<file path="config.mk">
export PLATFORM = sky130hd
export DESIGN_NAME = spi_slave_byte
export DESIGN_NICKNAME = d
export VERILOG_FILES = /design/src/rtl/spi_slave_byte.sv
export SDC_FILE = /design/constraint.sdc
export NUM_CORES = 1
export LEC_CHECK = 0
export BUFFER_PORTS_ARGS = -buffer_cell sky130_fd_sc_hd__buf_2
export CAP_MARGIN = 20
export CORE_AREA = 2 2 53 92
export CTS_CLUSTER_SIZE = 10
export DETAILED_ROUTE_END_ITERATION = 8
export DIE_AREA = 0 0 55 94
export GPL_TIMING_DRIVEN = 0
export PLACE_DENSITY = 0.77
export SETUP_SLACK_MARGIN = 0.3
export SYNTH_ARGS = -nofsm -noshare
export SYNTH_HDL_FRONTEND = slang
export SYNTH_SLANG_ARGS = --single-unit
export TNS_END_PERCENT = 10
</file>
<file path="constraint.sdc">
create_clock -name clk_clk -period 1.9 [get_ports clk_clk]
set_input_delay 0.38 -clock clk_clk [delete_from_list [all_inputs] [get_ports clk_clk]]
set_output_delay 0.38 -clock clk_clk [all_outputs]
set_load 0.03 [all_outputs]
</file>
<file path="src/rtl/spi_slave_byte.sv">
// SPI mode-0 responder, MSB first: oversampled pins, single-cycle RX strobes, one-entry TX holding register.
// rx_valid trails the completing SCLK pin edge by SYNC_STAGES+2 cycles; RX has no backpressure, TX uses valid/ready.
module spi_slave_byte #(
  parameter int                DATA_W      = 8,
  parameter int                SYNC_STAGES = 2,
  parameter logic [DATA_W-1:0] IDLE_BYTE   = 8'hFF
) (
  input  logic              clk_clk,
  input  logic              reset_reset_n,
  input  logic              spi_sclk,
  input  logic              spi_ss_n,
  input  logic              spi_mosi,
  output logic              spi_miso,
  output logic              spi_miso_oe,
  input  logic [DATA_W-1:0] tx_data,
  input  logic              tx_valid,
  output logic              tx_ready,
  output logic [DATA_W-1:0] rx_data,
  output logic              rx_valid,
  output logic              tx_underrun,
  output logic              frame_abort
);

  localparam int               CNT_W    = $clog2(DATA_W + 1);
  localparam int               SET_W    = $clog2(SYNC_STAGES + 1);
  localparam logic [CNT_W-1:0] CNT_FULL = CNT_W'(DATA_W);
  localparam logic [CNT_W-1:0] CNT_LAST = CNT_W'(DATA_W - 1);
  localparam logic [SET_W-1:0] SETTLE_N = SET_W'(SYNC_STAGES);

  typedef enum logic {
    ST_IDLE,
    ST_SHIFT
  } state_t;

  // Synchronisers and edge detection
  logic [SYNC_STAGES-1:0] sclk_sync_q, sclk_sync_d;
  logic [SYNC_STAGES-1:0] ss_sync_q, ss_sync_d;
  logic [SYNC_STAGES-1:0] mosi_sync_q, mosi_sync_d;
  logic                   sclk_dly_q, sclk_dly_d;
  logic                   ss_dly_q, ss_dly_d;
  logic [SET_W-1:0]       settle_q, settle_d;
  logic                   armed_q, armed_d;
  logic                   sclk_s, ss_s, mosi_s;
  logic                   sclk_rise, sclk_fall, ss_rise, ss_fall;

  // Frame control
  state_t state_q, state_d;
  logic   load, do_rise, do_fall, abort_evt;

  // Datapath
  logic [CNT_W-1:0]  bit_cnt_q, bit_cnt_d;
  logic [DATA_W-2:0] rx_shift_q, rx_shift_d;
  logic [DATA_W-1:0] rx_word;
  logic [DATA_W-1:0] rx_data_q, rx_data_d;
  logic              word_done_q, word_done_d;
  logic              rx_valid_q, rx_valid_d;
  logic [DATA_W-1:0] tx_shift_q, tx_shift_d;
  logic              miso_q, miso_d;
  logic [DATA_W-1:0] hold_q, hold_d;
  logic              full_q, full_d;
  logic              underrun_q, underrun_d;
  logic              abort_q, abort_d;
  logic              tx_accept;

  always_comb begin
    sclk_sync_d = {sclk_sync_q[SYNC_STAGES-2:0], spi_sclk};
    ss_sync_d   = {ss_sync_q[SYNC_STAGES-2:0], spi_ss_n};
    mosi_sync_d = {mosi_sync_q[SYNC_STAGES-2:0], spi_mosi};
    sclk_s      = sclk_sync_q[SYNC_STAGES-1];
    ss_s        = ss_sync_q[SYNC_STAGES-1];
    mosi_s      = mosi_sync_q[SYNC_STAGES-1];
    sclk_dly_d  = sclk_s;
    ss_dly_d    = ss_s;
    settle_d    = (settle_q == SETTLE_N) ? settle_q : settle_q + 1'b1;
    // Only a select seen high after the chains refill may open a frame, so a low SS_n at reset release is ignored.
    armed_d     = armed_q | ((settle_q == SETTLE_N) & ss_s);
  end

  assign sclk_rise = sclk_s & ~sclk_dly_q;
  assign sclk_fall = ~sclk_s & sclk_dly_q;
  assign ss_rise   = ss_s & ~ss_dly_q;
  assign ss_fall   = ~ss_s & ss_dly_q & armed_q;

  always_ff @(posedge clk_clk or negedge reset_reset_n) begin
    if (!reset_reset_n) begin
      sclk_sync_q <= '0;
      ss_sync_q   <= '1;
      mosi_sync_q <= '0;
      sclk_dly_q  <= 1'b0;
      ss_dly_q    <= 1'b1;
      settle_q    <= '0;
      armed_q     <= 1'b0;
    end else begin
      sclk_sync_q <= sclk_sync_d;
      ss_sync_q   <= ss_sync_d;
      mosi_sync_q <= mosi_sync_d;
      sclk_dly_q  <= sclk_dly_d;
      ss_dly_q    <= ss_dly_d;
      settle_q    <= settle_d;
      armed_q     <= armed_d;
    end
  end

  always_ff @(posedge clk_clk or negedge reset_reset_n) begin
    if (!reset_reset_n) begin
      state_q <= ST_IDLE;
    end else begin
      state_q <= state_d;
    end
  end

  always_comb begin
    state_d = state_q;
    case (state_q)
      ST_IDLE:  if (ss_fall) state_d = ST_SHIFT;
      ST_SHIFT: if (ss_rise) state_d = ST_IDLE;
      default:  state_d = ST_IDLE;
    endcase
  end

  // Select release outranks any SCLK edge detected in the same cycle.
  always_comb begin
    spi_miso_oe = 1'b0;
    load        = 1'b0;
    do_rise     = 1'b0;
    do_fall     = 1'b0;
    abort_evt   = 1'b0;
    case (state_q)
      ST_IDLE: begin
        load = ss_fall;
      end
      ST_SHIFT: begin
        spi_miso_oe = 1'b1;
        if (ss_rise) begin
          abort_evt = (bit_cnt_q != '0) && (bit_cnt_q != CNT_FULL);
        end else if (sclk_rise) begin
          do_rise = 1'b1;
        end else if (sclk_fall) begin
          if (bit_cnt_q == CNT_FULL) begin
            load = 1'b1;
          end else begin
            do_fall = 1'b1;
          end
        end
      end
      default: ;
    endcase
  end

  assign rx_word   = {rx_shift_q, mosi_s};
  assign tx_accept = tx_valid & ~full_q;

  always_comb begin
    bit_cnt_d   = bit_cnt_q;
    rx_shift_d  = rx_shift_q;
    rx_data_d   = rx_data_q;
    word_done_d = 1'b0;
    rx_valid_d  = word_done_q;
    tx_shift_d  = tx_shift_q;
    miso_d      = miso_q;
    hold_d      = hold_q;
    full_d      = full_q;
    underrun_d  = 1'b0;
    abort_d     = abort_evt;

    if (do_rise) begin
      rx_shift_d = rx_word[DATA_W-2:0];
      bit_cnt_d  = bit_cnt_q + 1'b1;
      if (bit_cnt_q == CNT_LAST) begin
        rx_data_d   = rx_word;
        word_done_d = 1'b1;
      end
    end

    if (do_fall) begin
      tx_shift_d = tx_shift_q << 1;
      miso_d     = tx_shift_q[DATA_W-2];
    end

    // An empty register with tx_valid at LOAD passes the word straight through and never fills.
    if (load) begin
      bit_cnt_d = '0;
      if (full_q) begin
        tx_shift_d = hold_q;
        full_d     = 1'b0;
      end else if (tx_valid) begin
        tx_shift_d = tx_data;
      end else begin
        tx_shift_d = IDLE_BYTE;
        underrun_d = 1'b1;
      end
      miso_d = tx_shift_d[DATA_W-1];
    end else if (tx_accept) begin
      hold_d = tx_data;
      full_d = 1'b1;
    end

    if (state_q == ST_SHIFT && ss_rise) begin
      bit_cnt_d  = '0;
      rx_shift_d = '0;
    end
  end

  always_ff @(posedge clk_clk or negedge reset_reset_n) begin
    if (!reset_reset_n) begin
      bit_cnt_q   <= '0;
      rx_shift_q  <= '0;
      rx_data_q   <= '0;
      word_done_q <= 1'b0;
      rx_valid_q  <= 1'b0;
      tx_shift_q  <= '0;
      miso_q      <= 1'b0;
      hold_q      <= '0;
      full_q      <= 1'b0;
      underrun_q  <= 1'b0;
      abort_q     <= 1'b0;
    end else begin
      bit_cnt_q   <= bit_cnt_d;
      rx_shift_q  <= rx_shift_d;
      rx_data_q   <= rx_data_d;
      word_done_q <= word_done_d;
      rx_valid_q  <= rx_valid_d;
      tx_shift_q  <= tx_shift_d;
      miso_q      <= miso_d;
      hold_q      <= hold_d;
      full_q      <= full_d;
      underrun_q  <= underrun_d;
      abort_q     <= abort_d;
    end
  end

  assign spi_miso    = miso_q;
  assign tx_ready    = ~full_q;
  assign rx_data     = rx_data_q;
  assign rx_valid    = rx_valid_q;
  assign tx_underrun = underrun_q;
  assign frame_abort = abort_q;

endmodule

</file>
* Word level (Yosys, flattened, before mapping)
Index checks and enable logic that the tools add are counted.
** Operators by class
- $add $sub $neg :: 2
- Equal/unequal tests :: 4
- Muxes and demuxes :: 37
- Bitwise gates (word level) :: 15
- Reductions and logical operators :: 9
** Operators with widths (number)
- 7-bit two-way mux :: 4
- 1-bit two-way mux :: 26
- 8-bit two-way mux :: 2
- 4-bit two-way mux :: 3
- 1-bit bitwise AND :: 7
- 1-bit inverter :: 7
- 2-bit nonzero test :: 3
- 4-bit by 1-bit adder with 4-bit output, second input constant :: 1
- 4-bit by 3-bit equality test with 1-bit output, second input constant :: 1
- 4-bit equality test, second input constant :: 1
- 4-bit inequality test, second input constant :: 1
- 1-bit case mux with 2 select lines :: 2
- 2-bit AND reduction :: 2
- 4-bit nonzero test :: 1
- 3-bit nonzero test :: 1
- 2-bit by 1-bit adder with 2-bit output, second input constant :: 1
- 2-bit equality test, second input constant :: 1
- 1-bit logical AND :: 2
- 1-bit bitwise OR :: 1
** Word-level totals
- Register bits after elaboration :: 52
- Bits of input ports :: 14
- Output and inout bits :: 14
- Logic and storage cells :: 86

* Longest topological paths before layout
- Word-level depth :: 8
- Depth in mapped cells :: 7
- Mapped depth without buffers :: 6

* Least setup slack after synthesis
No wires, ideal clock.
- Path type :: reg2reg
- Start :: reg bit_cnt_q[0]
- End :: reg tx_shift_q[5]
- Setup time :: 125 ps
- Arrival time :: 1665 ps
- Required time :: 1775 ps
- Slack :: 111 ps
- Cell stages (with the launch flop) :: 8
- Path buffers :: 1
- Period minus slack after synthesis :: 1789 ps
- Path through :: dfrtp_1 > inv_1 > ha_1 > nor2b_1 > a21bo_1 > buf_6 > mux2_4 > mux2_2
** On the way
- Word-level cells in the longest chain between the ends :: 7
- Elaborated cells on any way between the ends :: 13
- Those cells by class :: eq/ne: 1; mux: 11; reduce/logical: 1
** RTL lines
- from (decl) :: line 51 : logic [CNT_W-1:0] bit_cnt_q, bit_cnt_d;
- from (signal assigned) :: line 218 : bit_cnt_q <= bit_cnt_d;
- 4-bit equality test (*) :: line 139 : if (bit_cnt_q == CNT_FULL) begin
- 1-bit two-way mux :: line 139
- 1-bit two-way mux :: line 138 : end else if (sclk_fall) begin
- 1-bit two-way mux :: line 136 : end else if (sclk_rise) begin
- 1-bit two-way mux :: line 134 : if (ss_rise) begin
- 1-bit case mux with 2 select lines / 1-bit two-way mux (equally long branches) :: line 128 : case (state_q)
- 7-bit two-way mux / 2-bit nonzero test (equally long branches)
- to (signal assigned) :: line 223 : tx_shift_q <= tx_shift_d;
- to (decl) :: line 57 : logic [DATA_W-1:0] tx_shift_q, tx_shift_d;
Mark *: on every way between the ends. The rest lies on a longest branch, timed or not.
A chain may end at the register's enable or synchronous reset.

* Final worst setup path
- Start :: reg ss_dly_q
- End :: reg rx_data_q[1] (netlist: rx_data[1])
** On the way
- Word-level cells in the longest chain between the ends :: 5
** RTL lines
- from (decl) :: line 40 : logic ss_dly_q, ss_dly_d;
- from (signal assigned) :: line 98 : ss_dly_q <= ss_dly_d;
- 1-bit inverter :: line 81 : assign ss_rise = ss_s & ~ss_dly_q;
- 1-bit bitwise AND :: line 81
- 1-bit two-way mux :: line 134
- 1-bit two-way mux :: line 128
- 2-bit AND reduction (no line)
- to (signal assigned) :: line 220 : rx_data_q <= rx_data_d;
- to (decl) :: line 54 : logic [DATA_W-1:0] rx_data_q, rx_data_d;
No other way between the ends.

==> results by group <==
Min path
  – Worst min-delay path category: in2async

Timing
  – Fin. max-slew vios: 0
  – Fin crit share: about 91%
  – Rel. slew slack: around two thirds
  – Slew of the pin with the lowest slew margin: 498.1 ps
  – Final Setup Violations: 0
  – RSZ-0062 raised after global routing: true
  – Final hold violations: 0
  – Worst Skew: approximately 8.2 ps
  – Crit path time final: 1736 ps
  – Fmax: a little under 600 MHz
  – Final Worst Setup Slack: ~160 ps
  – Final setup TNS: 0 ps

Global routing
  – GRT Overall Usage: between 10% and 20%
  – GRT overflow: 0
  – Initial antenna violation count: 0
  – Global-route wire length before repair: between 6000 and 7000 um
  – Vias in the first global route: between 1,000 and 1,500
  – Largest net degree at the start of global routing: 53

Worst setup path
  – Worst Path Arrival: between 1500 and 2000 ps
  – Req. time, crit path: about 2100 ps
  – Crit. End Element: flop
  – Max stage delay on crit path: roughly 560 ps
  – Crit-path cells: nand2b_4 > and3_4 > and4b_2 > buf_6 > mux2_4
  – CP max-delay cell: dfstp_2
  – CP max FO: 5
  – CP top delay family: simple AND/OR/NAND/NOR gates
  – Sum of buffers and inverters on the critical path: 1
  – Crit path kind: reg2reg
  – Startpoint Class: flop

Clock network
  – CTS tree: built
  – Total clock sinks: 52
  – CTS root buf: clkbuf_8
  – CTS Buf Count: 5
  – Clk_lat worst skew: around 310 ps
  – H-tree depth: 2
  – Clock slew at reported path FFs: 90 ps
  – Clk buf depth: 2

Power
  – Pleak: 1.297 nW
  – Maximum VDD drop: about 840 uV
  – Pwr dens: about 970 mW/mm^2

Cells and area
  – Ratio of cells with drive above 1 in the final layout: 43.78%
  – Antenna diode count: 0
  – Fillers: between 300 and 400
  – Nets: roughly 220
  – Syn-to-layout area delta: 20.54%

Logic synthesis
  – Main synth FF type: dfrtp_1
  – Sequential fraction of the synthesis area: 60.01%
  – Number of synthesized flops with an enable pin: 0
  – Async S/R FF share, synth: 100.0%
  – Post-synthesis cell type count: 38
  – Avg Synthesized Cell Area: between 10 and 15 um^2
  – Most frequent cell after synthesis: dfrtp_1
  – Synth top area share: 56.39%
  – Main area contributors after synthesis: dfrtp_1, mux2_2, dfstp_2
  – Synth Register Bits: 52
  – Synth area leader: dfrtp_1
  – List of most frequent post-synthesis cells: dfrtp_1, mux2_2, inv_1
  – Synth warnings: 0
  – Mapped Area: approximately 0.0022 mm^2
  – Syn Inst Count: approximately 150
  – Post-Syn Nets: 171

Status
  – Status: completed

Route
  – 1st-iter DRT viols: 5
  – Vias post-DR: around 1,400
  – Post-DRT Antenna Nets: 0
  – Total routed wirelength: 3741 um
  – DRT Pass-1 Iters: 4
  – # DRC: 0
  – Drt via density: approximately 5.5
  – Wirelength per Cell: 14.85 um

Die
  – Starting Density: between 40% and 50%
  – Die Span X: around 55 um
  – Die Height: between 90 and 100 um
  – Top Ports: 28
  – Rows: 32
  – Core Box Area: 0.004404 mm^2
  – Area of the die: roughly 0.0052 mm^2

Run
  – Max Cap Viol: 0

Place
  – Worst slack at placement: approximately 110 ps
  – DP HPWL: ~2500 um
  – Gpl congestion: around 0.72
  – Port bufs: 27
## what timing repair did
item,in CTS,in global routing
endpoints found under the hold margin,0,0
pin swaps,3,0
hold buffers,0,0
setup buffers,7,3
setup endpoints to repair,26,36
cloned,1,0
resized for setup,9,3
## logic make-up (layout without fill, tap and decap cells)
family	count (synthesis)	count (layout)	share of synthesized area [%]
flip-flops	52	52	60.01
buffers and inverters	15	62	3.337
AND/OR/NAND/NOR	23	23	7.825
multiplexers	30	30	15.30
adder cells (fa/ha/maj)	3	3	1.726
XOR/XNOR	1	1	0.4028
AO/OA/AOI/OAI	30	30	11.39
## layout by cell type (no fill, tap or decap), types with 2 or more instances in the layout
master     n
ha_1       2
buf_2     28
mux2_4     6
nor2b_1    3
nand2_1    6
nor2_1     2
dfstp_2    3
clkinv_2   2
dfrtp_1   48
buf_4     10
o22ai_1    5
nand3_1    2
inv_1     10
mux2_2    17
o21ai_0    6
clkbuf_8   6
buf_6      3
mux2i_1    7
a22o_1     9
## routing by layer
metal  global-route usage (%)  vias to the layer above  share of wire, %
li1                         -                      643                 -
met1                    19.47                      718                39
met2                    28.67                       28                56
met3                    4.299                        6               3.7
met4                    6.098                        0               1.5
met5                        0                        -                 0
## power breakdown
group	switching (mW)	internal (mW)
Sequential	0.0944	1.28
Clock	0.335	0.291
Combinational	0.248	0.297
## path summary, 6_finish.rpt
path                            slack, ps             end            from  depth (start not counted)
max in group asynchronous            1340      rx_data[4]   reset_reset_n                          2
min in group clk_clk                  170    ss_sync_q[0]        spi_ss_n                          1
worst max register to register        160      rx_data[1]        ss_dly_q                          5
worst min register to register        350  sclk_sync_q[1]  sclk_sync_q[0]                          0
worst min-delay path                   30   tx_shift_q[0]   reset_reset_n                          1
worst max-delay path                  160      rx_data[1]        ss_dly_q                          5
## stage by stage
step | hold WS [ps] | cells | power (mW) | util (%) | instance area [um^2]
floorplan | 84.41 | 154 | 1.750 | - | 2186
detailed placement | 334.7 | 232 | 1.890 | 54.15 | 2385
global route | 65.27 | 252 | 2.708 | 59.52 | 2621
CTS | 159.9 | 248 | 2.551 | 58.27 | 2566
global placement | 334.5 | 232 | 1.861 | 54.15 | 2385
finish | 28.57 | 252 | 2.545 | 59.52 | 2621
## layout make-up
class / instances / area [um^2] / area share (%)
buffer: 4 / 32.53 / 1.241
inverter: 11 / 41.29 / 1.575
multi-input combinational: 87 / 843.3 / 32.17
clock buffer: 6 / 82.58 / 3.150
tap: 51 / 63.81 / 2.434
sequential: 52 / 1306 / 49.83
clock inverter: 2 / 10.01 / 0.3819
timing repair buffer: 39 / 241.5 / 9.212
## registers in the layout, indices dropped and copies added (netlist names), 2 cells and up
name	flops
hold_q	8
rx_shift_q	7
sclk_sync_q	2
rx_data	8
tx_shift_q	7
bit_cnt_q	4
ss_sync_q	2
mosi_sync_q	2
settle_q	2
(Power assumes the default switching activity.)
